## src/rtl/halflife_timer_core.sv

```systemverilog
// Loadable up/down counter with a timed decay mode that halves the value every PERIOD enabled cycles.
// Optional halving counter output enabled by defining HL_HALVINGS_EN.
module halflife_timer_core #(
   parameter int WIDTH    = 4,
   parameter int PERIOD   = 4,
   parameter bit SATURATE = 1'b1
) (
   input  logic             clk,
   input  logic             rst_n,
   input  logic             en,
   input  logic             load,
   input  logic [WIDTH-1:0] load_val,
   input  logic             up,
   input  logic             down,
   input  logic             decay_start,
   output logic [WIDTH-1:0] count,
   output logic             busy,
   output logic             done
`ifdef HL_HALVINGS_EN
   ,
   output logic [7:0]       halvings
`endif
);

   localparam int PW = $clog2(PERIOD + 1);
   localparam logic [PW-1:0]    PRE_LAST = PW'(PERIOD - 1);
   localparam logic [WIDTH-1:0] MAX_VAL  = {WIDTH{1'b1}};

   typedef enum logic [1:0] {
      IDLE  = 2'd0,
      DECAY = 2'd1,
      DONE  = 2'd2
   } state_t;

   state_t          state;
   logic [PW-1:0]   pre;
   logic [WIDTH-1:0] count_inc;
   logic [WIDTH-1:0] count_dec;
   logic [WIDTH-1:0] count_half;

   always_comb begin
      count_inc  = (SATURATE && count == MAX_VAL) ? count : count + WIDTH'(1);
      count_dec  = (SATURATE && count == '0) ? count : count - WIDTH'(1);
      count_half = count >> 1;
   end

`ifdef HL_HALVINGS_EN
   logic [7:0] halv_cnt;
   assign halvings = halv_cnt;
`endif

   always_ff @(posedge clk or negedge rst_n) begin
      if (!rst_n) begin
         count <= '0;
         pre   <= '0;
         state <= IDLE;
         busy  <= 1'b0;
         done  <= 1'b0;
`ifdef HL_HALVINGS_EN
         halv_cnt <= 8'd0;
`endif
      end else if (load) begin
         // load wins in every state and silently aborts a running decay
         count <= load_val;
         pre   <= '0;
         state <= IDLE;
         busy  <= 1'b0;
         done  <= 1'b0;
      end else begin
         case (state)
            IDLE: begin
               if (decay_start) begin
                  pre <= '0;
`ifdef HL_HALVINGS_EN
                  halv_cnt <= 8'd0;
`endif
                  if (count != '0) begin
                     state <= DECAY;
                     busy  <= 1'b1;
                  end else begin
                     state <= DONE;
                     done  <= 1'b1;
                  end
               end else if (en && up && !down) begin
                  count <= count_inc;
               end else if (en && down && !up) begin
                  count <= count_dec;
               end
            end
            DECAY: begin
               if (en) begin
                  if (pre == PRE_LAST) begin
                     pre   <= '0;
                     count <= count_half;
`ifdef HL_HALVINGS_EN
                     if (halv_cnt != 8'hFF) halv_cnt <= halv_cnt + 8'd1;
`endif
                     if (count_half == '0) begin
                        state <= DONE;
                        busy  <= 1'b0;
                        done  <= 1'b1;
                     end
                  end else begin
                     pre <= pre + PW'(1);
                  end
               end
            end
            DONE: begin
               state <= IDLE;
               done  <= 1'b0;
            end
            default: begin
               state <= IDLE;
               busy  <= 1'b0;
               done  <= 1'b0;
            end
         endcase
      end
   end

endmodule

```

## config.mk

```make
export PLATFORM = sky130hd
export DESIGN_NAME = halflife_timer_core
export DESIGN_NICKNAME = d
export VERILOG_FILES = /design/src/rtl/halflife_timer_core.sv
export SDC_FILE = /design/constraint.sdc
export NUM_CORES = 1
export LEC_CHECK = 0
export ABC_AREA = 1
export CAP_MARGIN = 20
export CORE_UTILIZATION = 40
export CTS_BUF_LIST = sky130_fd_sc_hd__clkbuf_4 sky130_fd_sc_hd__clkbuf_8 sky130_fd_sc_hd__clkbuf_16
export DETAILED_ROUTE_END_ITERATION = 7
export RECOVER_POWER = 50
export SETUP_SLACK_MARGIN = 0.05
export SLEW_MARGIN = 30
export SYNTH_ARGS = -nofsm -noshare
export SYNTH_HDL_FRONTEND = slang
export SYNTH_SLANG_ARGS = --single-unit
```

## constraint.sdc

```tcl
create_clock -name clk -period 1.6 [get_ports clk]
set_clock_uncertainty 0.1 [all_clocks]
set_input_delay 0.32 -clock clk [delete_from_list [all_inputs] [get_ports clk]]
set_output_delay 0.32 -clock clk [all_outputs]
set_load 0.1 [all_outputs]
```

==> impl_metrics.py <==
metrics = {
    "status": {
        "status": "finished, final reports clean",
    },
    "sta": {
        "fmax_ghz": 0.6471,
        "fin_tns_setup_ns": 0,
        "post-route-min-period_ns": 1.545,
        "setup_viol": 0,
        "hold_viol_final": 0,
        "slew-limit-headroom_pct": 54.33,
        "slew_violations": 0,
        "tightest_slew_ns": 0.6850,
        "post-route-period-util_pct": 96.59,
        "timing.hold.ws_ns": 0.3975,
        "rsz0062_at_grt": "yes",
    },
    "synthesis": {
        "synthTopCellsByCount": "31 x nand2_1, 20 x inv_1, 15 x nor2_1",
        "syn_nets": 145,
        "yosys_register_bits": 11,
        "yosysMostFrequentCell": "nand2_1",
        "ys_seq_area_share_pct": 30.90,
        "yosysWarnings": 0,
        "syn_area_per_cell_sq_um": 6.800,
        "synth_ff_type": "dfrtp_1",
        "async_reset_ff_share_pct": 100.0,
        "synth_cell_types": 25,
        "synthCells": 131,
        "synth-edff-count": 0,
        "netlist_area_sq_um": 890.9,
        "synth_top_area_share_pct": 30.90,
        "yosys-top-cells-area": "dfrtp_1 31%, nand2_1 13%, inv_1 8.4%, nor2_1 6.3%, nand3_1 4.5%",
        "yosysTopAreaCell": "dfrtp_1",
    },
    "place": {
        "detailed_place_hpwl_mm": 1.860,
        "io_buffer_count": 16,
        "gp_congestion": 0.8072,
        "dp.cells": 191,
    },
    "die": {
        "die_height_um": 49.19,
        "num_rows": 16,
        "die_w_um": 49.19,
        "dieArea_sq_um": 2420,
        "core_area_sq_um": 2022,
        "ios": 17,
        "initial_utilization_pct": 44.06,
    },
    "setup_path": {
        "critPathBufInv": 2,
        "cp_data_arrival_time_ns": 1.13,
        "rrSetupSlack_ns": 0.08,
        "reg2reg_from": "count[1]",
        "crit_slowest_cell": "dfrtp_4",
        "rr_endpoint": "count[1]",
        "end_kind": "output port",
        "required_ns": 1.18,
        "crit_chain": "buf_4 -> buf_12",
        "startpoint_type": "flip-flop",
        "cpPeakStageDelay_ns": 0.54,
        "crit_family": "flip-flops",
        "r2r_cells": 9,
        "crit_type": "flip-flop to output port",
        "worstPathMaxFanout": 7,
    },
    "finish": {
        "finalNetCount": 190,
        "synthToLayoutAreaGrowth_pct": 64.19,
        "drive_above_1_share_pct": 46.29,
        "n_antenna_cell": 0,
        "final_core_util_pct": 72.34,
        "seq_area_sq_um": 289.0,
        "multi_input_area_sq_um": 639.4,
        "fin_cells": 202,
        "nFillCells": 159,
    },
    "route": {
        "drt-total-wl_mm": 2.557,
        "drt-wirelength-per-cell_um": 12.66,
        "ant_nets": 0,
        "vias": 977,
        "post-route-drc-count": 0,
        "first_pass_iters": 4,
        "drt-initial-drc-count": 19,
        "vias_per_cell": 4.837,
    },
    "pwr": {
        "powerDensity_nw_per_um2": 2127,
        "power_leakage_nw": 0.7348,
        "total_power_mw": 3.112,
        "max-vdd-ir-drop_v": 0.001156,
    },
    "job": {
        "drv_cap": 0,
    },
    "global_route": {
        "antenna_found_initial": 0,
        "grt_pass1_vias": 920,
        "grt.overflow.total": 0,
        "grt_max_degree": 12,
        "grt_pass1_wl_mm": 4.091,
        "groute.usage.overall_pct": 21.95,
    },
    "clocking": {
        "hold_buffers": 0,
        "cts_max_level": 1,
        "cts_tree": "yes",
        "clk_latency_ns": 0.27,
        "root_buffer": "clkbuf_4",
        "cts.path.max_buffers": 2,
        "cts_buffers": 3,
        "clock-sinks": 11,
        "cts.clk_slew.worst_paths_ns": 0.08,
    },
    "worst_hold_path": {
        "min_delay_worst_endpoint": "done",
        "hold_depth": 2,
        "hp-class": "flip-flop to flip-flop",
        "min_from": "done",
    },
}
==> flip-flops by register name, summed over array words and instances (netlist names) <==
| name | flops |
|---|---|
| pre | 3 |
| count | 4 |
| done | 1 |
| busy | 1 |
| state | 2 |
==> routing by layer <==
| metal | vias up | GRT usage [%] | part of all wire [%] |
|---|---|---|---|
| met4 | 0 | 2.941 | 0 |
| met1 | 459 | 30.08 | 45 |
| met5 | - | 0 | 0 |
| met3 | 0 | 2.181 | 3.0 |
| met2 | 18 | 37.90 | 52 |
| li1 | 500 | - | - |
==> stage by stage <==
stage	worst slack [ns]	instance area (sq um)
after global placement	-0.4698	1299
final	0.05457	1463
after detailed placement	-0.4923	1299
after global routing	-0.02554	1463
after floorplan	-0.02634	920.9
after CTS	0.04073	1373
==> worst register-to-register path, cell delays in order (launching register included) <==
cell,delay [ns]
dfrtp_4,0.54
inv_4,0.09
nand2_4,0.05
nand2_2,0.05
inv_2,0.04
ha_4,0.23
nor3_2,0.15
nor3_1,0.07
nand2_1,0.05
o21ai_1,0.05
==> cell families (layout without fill, tap and decap cells) <==
kind of cell    count (synthesis)  in the layout  share of synthesized area [%]
simple gates                   76             76                          41.99
compound gates                 17             17                          11.94
buf+inv                        24             68                          10.95
fa+ha+maj                       3              3                          4.214
flops                          11             11                          30.90
==> where the power goes <==
group / leakage, nW / internal [mW] / total [mW] / switching [mW]
combinational: 0.584 / 0.890 / 2.25 / 1.36
clock: 0.0184 / 0.113 / 0.217 / 0.103
sequential: 0.133 / 0.429 / 0.647 / 0.218
total: 0.735 / 1.43 / 3.11 / 1.68
==> cell usage in the layout, fill, tap and decap left out, types with 4 or more instances in the layout <==
cell type        count
inv_1               18
nand3_1              6
nand2_1             24
buf_4               22
nand2_4              5
buf_12               4
dfrtp_1              6
clkbuf_4             5
nand2_2              9
clkdlybuf4s50_1      5
nor2_1              10
nor2_2               6
nor2_4               6
dlygate4sd2_1        4
==> timing repair <==
action,CTS,global route
setup buffers,2,5
endpoints found under the setup margin,10,10
gates resized for setup,12,24
pin swaps,2,14
==> cell type report <==
cell class	count	area share (%)
Multi-Input combinational cell	96	43.71
Timing Repair Buffer	41	25.92
Sequential cell	11	19.76
Inverter	23	6.245
Tap cell	27	2.310
Clock buffer	4	2.053
==> how the worst max path moves through the flow <==
stage	from	to	slack (ns)	cells after the start
finish	count[1]	count[1]	0.05	2
global route	count[1]	count[1]	-0.03	9
CTS	count[1]	count[1]	0.04	9
detailed placement	en	count[1]	-0.49	10
global placement	en	count[1]	-0.47	10
floorplan	count[1]	count[1]	-0.03	9
Note: power is estimated with default switching activity, not from simulation.
